==> src/rtl/sv_rg_pkg.sv <==
// Shared types and constants for the sv_rg random block generator.
package sv_rg_pkg;

    localparam int unsigned LFSR_W     = 32;
    localparam int unsigned BYTE_W     = 8;
    localparam int unsigned LFSR_STEPS = 8;

    localparam logic [LFSR_W-1:0] LFSR_MASK    = 32'h8020_0003;
    localparam logic [LFSR_W-1:0] DEFAULT_SEED = 32'hACE1_2B3D;

    typedef enum logic [1:0] {
        ST_IDLE = 2'd0,
        ST_FILL = 2'd1,
        ST_DONE = 2'd2
    } state_t;

    // One right-shifting Galois step; a non-zero state never maps to zero.
    function automatic logic [LFSR_W-1:0] galois_step(input logic [LFSR_W-1:0] s);
        return {1'b0, s[LFSR_W-1:1]} ^ (s[0] ? LFSR_MASK : {LFSR_W{1'b0}});
    endfunction

endpackage

==> src/rtl/sv_rg_lfsr8.sv <==
// Combinational LFSR advance: eight Galois steps per call, one output byte's worth.
module sv_lfsr8
    import sv_rg_pkg::*;
(
    input  logic [LFSR_W-1:0] i_state,
    output logic [LFSR_W-1:0] o_state
);

    always_comb begin
        o_state = i_state;
        for (int unsigned i = 0; i < LFSR_STEPS; i++) begin
            o_state = galois_step(o_state);
        end
    end

endmodule

==> src/rtl/sv_rg.sv <==
// Random block generator: fills a BLOCK_SIZE-bit byte array from a 32-bit LFSR
// on request and holds it with a ready flag until the request drops.
module sv_rg
    import sv_rg_pkg::*;
#(
    parameter int unsigned       BLOCK_SIZE = 512,
    parameter logic [LFSR_W-1:0] SEED       = DEFAULT_SEED
) (
    input  logic              clk,
    input  logic              areset,
    input  logic              u_i,
    output logic              r_o,
    output logic [BYTE_W-1:0] d_o [BLOCK_SIZE/8],
    input  logic              seed_v_i,
    input  logic [LFSR_W-1:0] seed_i,
    output logic              busy_o
);

    localparam int unsigned     N_BYTES  = BLOCK_SIZE / 8;
    localparam int unsigned     CNT_W    = (N_BYTES > 1) ? $clog2(N_BYTES) : 1;
    localparam logic [CNT_W-1:0] CNT_LAST = CNT_W'(N_BYTES - 1);

    state_t              r_state;
    logic [LFSR_W-1:0]   r_lfsr;
    logic [CNT_W-1:0]    r_cnt;
    logic                r_ready;
    logic                r_busy;
    logic [BYTE_W-1:0]   r_data [N_BYTES];

    logic [LFSR_W-1:0]   w_lfsr_next;
    logic [LFSR_W-1:0]   w_seed_val;

    sv_lfsr8 u_lfsr8 (
        .i_state (r_lfsr),
        .o_state (w_lfsr_next)
    );

    // A zero seed would lock the LFSR, so it falls back to SEED.
    assign w_seed_val = (seed_i == '0) ? SEED : seed_i;

    always_ff @(posedge clk) begin
        if (areset) begin
            r_state <= ST_IDLE;
            r_lfsr  <= SEED;
            r_cnt   <= '0;
            r_ready <= 1'b0;
            r_busy  <= 1'b0;
            for (int unsigned i = 0; i < N_BYTES; i++) begin
                r_data[i] <= '0;
            end
        end else begin
            case (r_state)
                ST_IDLE: begin
                    if (seed_v_i) begin
                        r_lfsr <= w_seed_val;
                    end
                    if (u_i) begin
                        r_state <= ST_FILL;
                        r_cnt   <= '0;
                        r_busy  <= 1'b1;
                    end
                end

                // Dropping the request aborts; bytes written so far and the LFSR are kept.
                ST_FILL: begin
                    if (!u_i) begin
                        r_state <= ST_IDLE;
                        r_cnt   <= '0;
                        r_busy  <= 1'b0;
                    end else begin
                        r_lfsr        <= w_lfsr_next;
                        r_data[r_cnt] <= w_lfsr_next[BYTE_W-1:0];
                        if (r_cnt == CNT_LAST) begin
                            r_state <= ST_DONE;
                            r_cnt   <= '0;
                            r_busy  <= 1'b0;
                            r_ready <= 1'b1;
                        end else begin
                            r_cnt <= r_cnt + CNT_W'(1);
                        end
                    end
                end

                ST_DONE: begin
                    if (!u_i) begin
                        r_state <= ST_IDLE;
                        r_ready <= 1'b0;
                    end
                end

                default: begin
                    r_state <= ST_IDLE;
                    r_ready <= 1'b0;
                    r_busy  <= 1'b0;
                end
            endcase
        end
    end

    assign r_o    = r_ready;
    assign busy_o = r_busy;
    assign d_o    = r_data;

endmodule

==> config.mk <==
export PLATFORM = sky130hd
export DESIGN_NAME = sv_rg
export DESIGN_NICKNAME = d
export VERILOG_FILES = /design/src/rtl/sv_rg_pkg.sv /design/src/rtl/sv_rg_lfsr8.sv /design/src/rtl/sv_rg.sv
export SDC_FILE = /design/constraint.sdc
export NUM_CORES = 1
export LEC_CHECK = 0
export CORE_ASPECT_RATIO = 1.2
export CORE_MARGIN = 4
export CORE_UTILIZATION = 35
export DETAILED_ROUTE_END_ITERATION = 12
export GPL_TIMING_DRIVEN = 1
export SLEW_MARGIN = 20
export SYNTH_ARGS = -nofsm -noshare
export SYNTH_HDL_FRONTEND = slang
export SYNTH_SLANG_ARGS = --single-unit
==> constraint.sdc <==
create_clock -name clk -period 3.95 [get_ports clk]
set_clock_uncertainty 0.15 [all_clocks]
set_input_delay 0.79 -clock clk [delete_from_list [all_inputs] [get_ports clk]]
set_output_delay 0.79 -clock clk [all_outputs]
set_load 0.05 [all_outputs]
# Yosys cells after proc, flatten, opt, wreduce, memory -nomap -nowiden
# Index checks and enable logic that the tools add are counted.
# W data, S select, Z words.
[totals] reg_bits=554 out_inout_bits=514 elab_cells=134
[classes] add_sub_neg=1 magnitude_cmp=2 eq_ne=9 mux=32 bitwise_logic=11 n_reduce_logical=10
[ops] op="$bwmux W512" n=1
[ops] op="$mux W32" n=11
[ops] op="$xor A31 B32 Y32" n=8
[ops] op="$pmux W32 S2" n=1
[ops] op="$demux W8 S6" n=1
[ops] op="$logic_not A32 Y1" n=1
[ops] op="$mux W6" n=3
[ops] op="$pmux W6 S2" n=1
[ops] op="$ne A2 B2 Y1 const B" n=5
[ops] op="$reduce_and A3 Y1" n=3
[ops] op="$mux W2" n=4
[ops] op="$mux W8" n=1
[ops] op="$ge A7 B7 Y1 const B" n=1
[ops] op="$lt A7 B1 Y1 const B" n=1
[ops] op="$not A6 Y7" n=1
[ops] op="$add A6 B1 Y6 const B" n=1
[ops] op="$eq A6 B6 Y1 const B" n=1
[ops] op="$mux W1" n=6
[ops] op="$pmux W1 S3" n=2
[ops] op="$pmux W2 S3" n=1
[ops] op="$reduce_and A2 Y1" n=2
[ops] op="$reduce_and A4 Y1" n=1
[ops] op="$ne A3 B3 Y1 const B" n=1
[ops] op="$eq A2 B1 Y1 const B" n=1
[ops] op="other kinds (5)" n=6

# Logic depth before layout (Yosys ltp)
# Gate-level depths: netlist of the first run.
[depth] depth_word=18 mapped_depth=9 depth_no_buf=6

# Cells and area by module
# Synthesis of the first run repeated with hierarchy kept, for this count alone.
[hier_totals] hier_cells=2182 hier_area_um2=21389.3
[by_module_without_submodules] module="sv_rg" n_inst=1 cells_each=2139 area_each_um2=20887.5
[by_module_without_submodules] module="sv_lfsr8" n_inst=1 cells_each=43 area_each_um2=501.7

# Worst setup path before layout of the first run
# No wires, ideal clock.
[synth_timing] path_kind="input-to-reg" start="in u_i" end="reg r_data (netlist bit d_o[113])" setup_ns=0.132 t_arrival_ns=2.147 required_time_ns=3.668 slack_ns=1.521 stages=6 cell_sequence="clkbuf_1 > nand3b_1 > nor4b_2 > nand2_1 > nand2_1 > a21oi_1"
[synth_via] elab_chain_cells=1
[synth_rtl] element="from (decl)" line="sv_rg.sv:11" text="input logic u_i,"
[synth_rtl] element="$reduce_and A2 Y1 (no line)"
[synth_rtl] element="to (signal, indexed assignment)" line="sv_rg.sv:72" text="r_data[r_cnt] <= w_lfsr_next[BYTE_W-1:0];"
[synth_rtl] element="to (decl)" line="sv_rg.sv:28" text="logic [BYTE_W-1:0] r_data [N_BYTES];"
# Every way passes these cells.
# A chain may end at the register's enable or synchronous reset.

# Worst setup path after layout of the first run
[layout_timing] start="reg r_cnt[3]" end="reg r_data (netlist bit d_o[136])"
[layout_via] elab_chain_cells=6 word_cells_on_any_way=7
[layout_rtl] element="from (decl)" line="sv_rg.sv:25" text="logic [CNT_W-1:0] r_cnt;"
[layout_rtl] element="from (signal assigned)" line="sv_rg.sv:79" text="r_cnt <= r_cnt + CNT_W'(1);"
[layout_rtl] element="$not A6 Y7 (implied by the code) *" line="sv_rg.sv:72"
[layout_rtl] element="$ge A7 B7 Y1 (implied by the code) / $lt A7 B1 Y1 (equally long branches)" line="sv_rg.sv:72"
[layout_rtl] element="$logic_and A1 B1 Y1 (implied by the code)" line="sv_rg.sv:72"
[layout_rtl] element="$mux W8 (implied by the code)" line="sv_rg.sv:72"
[layout_rtl] element="$demux W8 S6 *" line="sv_rg.sv:72"
[layout_rtl] element="$bwmux W512 *" line="sv_rg.sv:72"
# Every way passes the cells marked *; elsewhere a longest branch is shown, timed or not.

==> results of run 1 <==
[final timing paths]
path                    to  slack [ps]      from  cells after the start
setup / recovery  d_o[136]         900  r_cnt[3]                      4
hold / removal    d_o[508]         300  d_o[508]                      2
setup reg to reg  d_o[136]         900  r_cnt[3]                      4
hold reg to reg   d_o[508]         300  d_o[508]                      2
[state kept, by name, indices dropped and copies added, names as in the netlist]
register,cells
d_o,512
r_lfsr,32
r_cnt,6
r_state,2
busy_o,1
r_o,1
[where the power goes]
part | internal (mW) | total [mW] | switching, mW
Combinational | 0.262 | 1.01 | 0.749
Sequential | 5.63 | 5.83 | 0.201
Clock | 3.23 | 5.48 | 2.25
[layer usage]
metal	up-vias	wire length (um)	global-route usage (%)
met2	723	38600	41.4
met1	9011	32000	30.2
li1	9086	-	-
met5	-	13	0
met4	2	3790	10.3
met3	164	6320	6.34
[synth_stat cells, drive strengths merged, types with 8 or more instances]
library cell  instances  area [sq um]
nand2               632          2370
dfxtp               554         11100
a21oi               373          1870
nor2                251           985
clkbuf              158           593
o21ai               117           586
mux2i               110          1100
a211oi               63           473
nand3                43           215
buf                  22           141
o22ai                16           100
xnor2                13           129
nor4                  8          50.1
[worst max-delay path: cells and delay by family (launching register included)]
kind,cells,cell delay [ps]
compound gates,1,230
flops,1,830
simple gates,3,1760
[per-stage QoR]
stage                     utilization [%]  hold slack [ps]  instance area, sq um  setup WS (ps)
after CTS                            49.6              305                 28400            819
final                                49.6              302                 28400            901
after global routing                 49.6              317                 28400            556
after floorplan                         -              289                 20300           1520
after global placement               46.2              292                 26500            550
after detailed placement             46.2              296                 26500            572
[cell type report]
type                    instances  share of cell area, %
flip-flops and latches        554                   39.1
repair buffers                603                   21.0
well taps                     735                   3.24
inverters                       1                 0.0132
clock inverters                19                  0.656
multi-input cells            1691                   29.9
clock buffers                  84                   6.12
[cells by family (layout without fill, tap and decap cells)]
| kind of cell | Yosys count | after routing | synth area share (%) |
|---|---|---|---|
| adder cells (fa/ha/maj) | 1 | 1 | 0.0617 |
| AO/OA/AOI/OAI | 589 | 589 | 15.7 |
| multiplexers | 110 | 110 | 5.43 |
| flip-flops | 554 | 554 | 54.7 |
| AND/OR/NAND/NOR | 968 | 968 | 19.1 |
| XOR/XNOR | 23 | 23 | 1.35 |
| buffers and inverters | 181 | 707 | 3.64 |
==> impl_metrics.json, run 1 <==
{
  "grt_overflow_total": 0,
  "synthCells": 2426,
  "multiInputGateArea_sq_mm": 0.00848,
  "min_period_ps": 3050,
  "rsz0062_at_grt": "no",
  "grt_pass1_vias": 18000,
  "drv_slew": 0,
  "cp-end-kind": "register",
  "drc": 0,
  "fmax_mhz": 328,
  "synth_cell_types": 49,
  "dp.cells": 3584,
  "start_util_pct": 35.4,
  "slew_headroom_pct": 21.5,
  "n_antenna_cell": 0,
  "area_growth_pct": 40.1,
  "grt_start_max_net_pins": 159,
  "cts_root_buf": "clkbuf_16",
  "ys_seq_area_share_pct": 54.7,
  "cts_sinks": 554,
  "cts_buffers": 57,
  "start_kind": "register",
  "avgSynthCellArea_sq_um": 8.36,
  "hp-class": "reg -> reg",
  "clkLatencyLatePin_ps": 600,
  "wl_per_cell_um": 21.9,
  "worst_slew_pin_slew_ps": 1180,
  "io_pins": 550,
  "gp_congestion": 0.853,
  "cpMaxStageDelayCell": "nand3b_1",
  "track_usage_pct": 24.8,
  "htree_levels": 2,
  "ys_dominant_reg_cell": "dfxtp_1",
  "path_class": "reg -> reg",
  "hold_buffers": 0,
  "dr.pass1.iters": 5,
  "portBuffers": 549,
  "drt_iter0_markers": 1507,
  "dieHeight_um": 272,
  "final_hold_viol_count": 0,
  "viasPerCell": 5.15,
  "nets": 2945,
  "yosysWarnings": 0,
  "p_leak_nw": 9.26,
  "path_cells": "nand3b_1, nor2_1, nor2_1, a211oi_1",
  "regArea_sq_mm": 0.0111,
  "final_antenna_net_count": 0,
  "core.rowCount": 96,
  "clk_pin_slew_worst_paths_ps": 70,
  "cts_tree": "yes",
  "dieWidth_um": 228,
  "route.vias.total": 19000,
  "postCtsSetupRepairBufs": 0,
  "clock_path_buffers": 3,
  "mostFrequentLayoutCells": "nand2_1 (632), dfxtp_1 (548), clkdlybuf4s50_1 (548)",
  "fin_cells": 3687,
  "core-area_sq_mm": 0.0573,
  "async_reset_ff_share_pct": 0,
  "cts_resized": 0,
  "total_power_mw": 12.3,
  "setup_viol": 0,
  "outcome": "complete, no violations",
  "vdd_drop_max_mv": 0.595,
  "syn-cell-area_sq_mm": 0.0203,
  "antenna_found_initial": 1,
  "drive_gt1_share_pct": 6.33,
  "fin_crit_sh_pct": 77.2,
  "crit_top_cell": "nor2_1",
  "ys_ff_latch": 554,
  "max-cap-violations": 0,
  "max_stage_delay_ps": 890,
  "final_common_cell": "nand2_1",
  "powerDensity_mw_per_mm2": 434,
  "wl_mm": 80.7,
  "grt_pass1_wl_mm": 117,
  "crit_arrival_ps": 3410,
  "filler_cell_count": 5428,
  "synth_edf_count": 0,
  "setup_tns_ps": 0,
  "path_max_fanout": 24,
  "syn-num-nets": 2463,
  "required_ps": 4310,
  "die-area_sq_mm": 0.0618,
  "dp_hpwl_mm": 54.5
}
Note: power is estimated with default switching activity, not from simulation.
==> run 2, diff against run 1 <==
==> constraint.sdc (replaced) <==
create_clock -name clk -period 2.76 [get_ports clk]
set_clock_uncertainty 0.15 [all_clocks]
set_input_delay 0.552 -clock clk [delete_from_list [all_inputs] [get_ports clk]]
set_output_delay 0.552 -clock clk [all_outputs]
set_load 0.05 [all_outputs]
==> run 2 against run 1 <==
Net effect:
- sequential power is 41% higher
- power rose by 44%
- clock power increased by 42%
- setup slack got worse by 810 ps
- wire length grew 1.0%
- non-clock buffer count up 76
- cell count is 2.0% higher
- highest routed layer unchanged
==> impl_metrics.json, run 2 (synthesized netlist as in run 1, its figures left out) <==
{
  "whs_ps": 172,
  "grt_util_met2_pct": 41.9,
  "total_power_mw": 17.7,
  "grt_overflow_total": 0,
  "path_max_fanout": 2,
  "fmax_mhz": 375,
  "rsz0062_at_grt": "no",
  "htree_levels": 2,
  "dp.cells": 3660,
  "crit_family": "buffers and inverters",
  "setup_tns_ps": 0,
  "max_stage_delay_ps": 950,
  "worst_slew_pin_slew_ps": 728,
  "core-area_sq_mm": 0.0573,
  "cts_sinks": 554,
  "drt_iter0_markers": 1455,
  "multiInputGateArea_sq_mm": 0.00849,
  "largest_reg_flops": 512,
  "antenna_found_initial": 2,
  "slew_headroom_pct": 51.3,
  "portBuffers": 549,
  "dieWidth_um": 228,
  "reg2reg_depth": 7,
  "vdd_drop_max_mv": 0.499,
  "setup_viol": 0,
  "path_cells": "clkdlybuf4s50_1",
  "cts_resized": 0,
  "regArea_sq_mm": 0.0111,
  "busiest_layer": "met2",
  "grt_pass1_vias": 18700,
  "grt_start_max_net_pins": 114,
  "crit_arrival_ps": 1960,
  "max-cap-violations": 0,
  "outcome": "complete, no violations",
  "final_antenna_net_count": 0,
  "min_period_ps": 2670,
  "final_hold_viol_count": 0,
  "filler_cell_count": 5361,
  "drv_slew": 0,
  "drive_gt1_share_pct": 8.53,
  "cp-end-kind": "primary output",
  "required_ps": 2060,
  "final_common_cell": "nand2_1",
  "hold_buffers": 0,
  "clk_pin_slew_worst_paths_ps": 60,
  "min_from": "areset",
  "path_class": "reg -> out",
  "p_leak_nw": 9.72,
  "drc": 0,
  "whs_endpoint": "d_o[482]",
  "grt_pass1_wl_mm": 120,
  "powerDensity_mw_per_mm2": 606,
  "hp-class": "in -> reg",
  "clock_path_buffers": 3,
  "wl_mm": 81.6,
  "io_pins": 550,
  "nets": 3021,
  "mostFrequentLayoutCells": "nand2_1 (632), dfxtp_1 (548), clkdlybuf4s50_1 (548)",
  "cpMaxStageDelayCell": "clkdlybuf4s50_1",
  "dp_hpwl_mm": 56.7,
  "postCtsSetupRepairBufs": 0,
  "critical_path_depth": 1,
  "cts_root_buf": "clkbuf_16",
  "clkLatencyLatePin_ps": 600,
  "r2r_end": "d_o[230]",
  "grt_util_met3_pct": 6.10,
  "fin_cells": 3761,
  "route.vias.total": 19400,
  "cp.buffers_inverters": 1,
  "core.rowCount": 96,
  "hold_depth": 2,
  "r2r_start": "r_state[0]",
  "r2r_slack_ps": 400,
  "viasPerCell": 5.15,
  "gp_congestion": 0.880,
  "utilization_pct": 51.1,
  "area_growth_pct": 44.3,
  "start_kind": "register",
  "n_antenna_cell": 0,
  "cts_buffers": 57,
  "wl_per_cell_um": 21.7,
  "fin_crit_sh_pct": 96.6,
  "grtUsageMet1_pct": 30.9,
  "dr.pass1.iters": 5,
  "track_usage_pct": 25.2,
  "cts_tree": "yes",
  "die-area_sq_mm": 0.0618,
  "dieHeight_um": 272,
  "start_util_pct": 35.4
}
## run 2: cell types whose count changed in the layout (fill, tap and decap cells not counted), moves of 2 or more
cell / previous run / this run
buf_4: 50 / 99
clkbuf_1: 7 / 11
clkinv_4: 1 / 3
clkbuf_8: 19 / 10
bufinv_16: 3 / 5
clkinvlp_4: 5 / 3
buf_12: 4 / 31
## run 2: per-stage QoR
| step | area [sq um] | worst slack, ps |
|---|---|---|
| after floorplan | 20300 | 569 |
| after global placement | 27400 | 39.0 |
| after detailed placement | 27400 | 7.54 |
| after CTS | 29300 | 72.0 |
| after global routing | 29300 | 58.4 |
| final | 29300 | 93.6 |
## run 2: power breakdown
part           internal, mW  switching [mW]  leakage, nW
registers              8.06           0.181         4.47
clock network          4.52            3.25        0.918
logic                 0.532            1.21         4.33
total                  13.1            4.64         9.72
## run 2: final cells by class
class | instances | share of cell area, %
Timing Repair Buffer | 679 | 23.5
Sequential cell | 554 | 38.0
Clock inverter | 23 | 0.890
Clock buffer | 78 | 5.49
Inverter | 1 | 0.0128
Multi-Input combinational cell | 1691 | 29.0
Tap cell | 735 | 3.14
## run 2: metal layers
| layer | wire (um) | vias to the layer above |
|---|---|---|
| li1 | - | 9237 |
| met1 | 32500 | 9184 |
| met2 | 38600 | 765 |
| met3 | 6200 | 193 |
| met4 | 4300 | 4 |
| met5 | 27 | - |
## run 2: worst max path at each step
| stage | from | to | slack (ps) |
|---|---|---|---|
| after floorplan | u_i | d_o[113] | 570 |
| after global placement | u_i | d_o[450] | 40 |
| after detailed placement | u_i | d_o[452] | 8 |
| after CTS | d_o[345] | d_o[345] | 70 |
| after global routing | d_o[344] | d_o[344] | 60 |
| final | d_o[344] | d_o[344] | 90 |
==> run 3, diff against run 2 <==
--- a/config.mk
+++ b/config.mk
@@ -5,11 +5,12 @@
 export SDC_FILE = /design/constraint.sdc
 export NUM_CORES = 1
 export LEC_CHECK = 0
+export ABC_AREA = 1
 export CORE_ASPECT_RATIO = 1.2
-export CORE_MARGIN = 4
+export CORE_MARGIN = 3
 export CORE_UTILIZATION = 35
 export DETAILED_ROUTE_END_ITERATION = 12
-export GPL_TIMING_DRIVEN = 1
+export GPL_TIMING_DRIVEN = 0
 export SLEW_MARGIN = 20
 export SYNTH_ARGS = -nofsm -noshare
 export SYNTH_HDL_FRONTEND = slang
==> run 3 against run 2 <==
Net effect:
- the flow now finishes with violations (setup timing)
- cell area decreased by 1.8%
- critical path depth increased by 7
- sequential power decreased by 2%
- clock power hardly changed
- fmax decreased by 5.5%
- area after synthesis up 0.77%
==> impl_metrics.json, run 3 <==
{
  "outcome": "complete, but fails checks",
  "violations": "setup timing",
  "path_cells": "clkdlybuf4s50_1, inv_1, nor2_4, nand4_2, nor2_1, buf_2, o21ai_0, a21oi_1",
  "portBuffers": 548,
  "drc": 0,
  "ys_seq_area_share_pct": 54.3,
  "cts_buffers": 56,
  "min_period_ps": 2820,
  "grt_start_max_net_pins": 15,
  "mostFrequentLayoutCells": "dfxtp_1 (554), clkdlybuf4s50_1 (548), a21oi_1 (404)",
  "viasPerCell": 5.04,
  "synth_edf_count": 0,
  "drive_gt1_share_pct": 11.0,
  "n_antenna_cell": 0,
  "drt_iter0_markers": 1203,
  "clock_path_buffers": 3,
  "cts_sinks": 554,
  "antenna_found_initial": 0,
  "vdd_drop_max_mv": 0.534,
  "p_leak_nw": 11.6,
  "wl_mm": 78.3,
  "final_antenna_net_count": 0,
  "largest_reg_flops": 512,
  "track_usage_pct": 24.6,
  "final_common_cell": "dfxtp_1",
  "reg2reg_depth": 9,
  "dp_hpwl_mm": 57.9,
  "slew_headroom_pct": 35.6,
  "yosysWarnings": 0,
  "required_ps": 3140,
  "drv_slew": 0,
  "grt_pass1_wl_mm": 116,
  "hold_depth": 2,
  "ys_dominant_reg_cell": "dfxtp_1",
  "filler_cell_count": 5447,
  "nets": 3086,
  "cp-end-kind": "register",
  "grt_pass1_vias": 18900,
  "synth_cell_types": 43,
  "hp-class": "reg -> reg",
  "ys_ff_latch": 554,
  "htree_levels": 2,
  "synth_top_area_share_pct": 54.3,
  "clkLatencyLatePin_ps": 610,
  "final_hold_viol_count": 0,
  "dr.pass1.iters": 5,
  "syn-num-nets": 2480,
  "synth_common_cells": "dfxtp_1 (554), a21oi_1 (404), o21ai_0 (381), nor2_1 (287), inv_1 (228)",
  "max-cap-violations": 0,
  "fmax_mhz": 354,
  "gp_congestion": 0.876,
  "start_util_pct": 35.6,
  "cts_tree": "yes",
  "start_kind": "input port",
  "whs_ps": 302,
  "setup_ws_ps": -61.3,
  "worst_slew_pin_slew_ps": 966,
  "die-area_sq_mm": 0.0613,
  "core.rowCount": 96,
  "grt_overflow_total": 0,
  "syn-cell-area_sq_mm": 0.0204,
  "setup_viol": 31,
  "dieHeight_um": 271,
  "max_stage_delay_ps": 610,
  "avgSynthCellArea_sq_um": 8.36,
  "cpMaxStageDelayCell": "nor2_1",
  "path_class": "in -> reg",
  "fin_crit_sh_pct": 102,
  "synthCells": 2443,
  "clk_pin_slew_worst_paths_ps": 60,
  "synthTopCellsByArea": "dfxtp_1 (54%), a21oi_1 (9.9%), o21ai_0 (9.3%)",
  "rsz0062_at_grt": "yes",
  "io_pins": 550,
  "wl_per_cell_um": 20.5,
  "yosysMostFrequentCell": "dfxtp_1",
  "crit_arrival_ps": 3200,
  "synth_top_area_cell": "dfxtp_1",
  "powerDensity_mw_per_mm2": 615,
  "async_reset_ff_share_pct": 0,
  "pre_cts_ws_ps": -665,
  "dieWidth_um": 227,
  "cts_root_buf": "clkbuf_16",
  "route.vias.total": 19300,
  "area_growth_pct": 40.6,
  "path_max_fanout": 10,
  "core-area_sq_mm": 0.0574
}
run 3: cell families after synthesis:
group                    after synthesis  share of synthesized area [%]
AO/OA/AOI/OAI                        978                           25.7
XOR/XNOR                               7                          0.404
adder cells (fa/ha/maj)                1                         0.0612
buffers and inverters                436                           9.19
flip-flops                           554                           54.3
AND/OR/NAND/NOR                      467                           10.4
run 3: cell type report:
type | count | area (sq um) | share of cell area (%)
clock buffer | 87 | 1710 | 5.95
multi-input combinational | 1453 | 7480 | 26.0
clock inverter | 15 | 164 | 0.571
buffer | 188 | 942 | 3.28
tap | 735 | 920 | 3.20
timing repair buffer | 548 | 5490 | 19.1
inverter | 248 | 936 | 3.26
sequential | 554 | 11100 | 38.6
run 3: routing by layer:
layer | global-route usage, % | vias up | part of all wire [%] | wire length [um]
li1 | - | 9362 | - | -
met1 | 28.1 | 9145 | 39 | 30300
met2 | 43.7 | 626 | 50 | 39200
met3 | 6.51 | 151 | 7.3 | 5740
met4 | 9.39 | 0 | 4.0 | 3120
met5 | 0 | - | 0 | 0
run 3: report_power, final:
group	leakage, nW	internal [mW]	total (mW)	switching (mW)
sequential	4.47	8.06	8.11	0.0484
combinational	6.23	0.520	1.82	1.30
clock	0.927	4.52	7.74	3.22
run 3: final timing paths:
path / from / slack, ps / end
max: u_i / -60 / d_o[29]
min reg2reg: d_o[13] / 300 / d_o[13]
min: d_o[13] / 300 / d_o[13]
max reg2reg: r_state[0] / 20 / d_o[29]
run 3: repair_timing:
item | 4_1_cts | 5_1_grt
setup buffers | 0 | 0
endpoints found under the hold margin | 0 | 0
setup endpoints to repair | 5 | 64
hold buffers | 0 | 0
resized for setup | 2 | 5
run 3: worst max-delay path, delay by kind of cell:
family          cells  cell delay [ps]
simple gates        3             1380
buf+inv             3             1020
compound gates      2              240
run 3: per-stage QoR:
| step | cells | area (sq um) | total power, mW | TNS [ps] | util, % |
|---|---|---|---|---|---|
| after global routing | 3828 | 28700 | 18.3 | -4250 | 50.0 |
| after floorplan | 2443 | 20400 | 9.44 | 0 | - |
| after global placement | 3726 | 26800 | 10.1 | -111300 | 46.7 |
| after detailed placement | 3726 | 26800 | 10.1 | -126720 | 46.7 |
| final | 3828 | 28700 | 17.7 | -573 | 50.0 |
| after CTS | 3828 | 28700 | 17.8 | -12.8 | 50.0 |
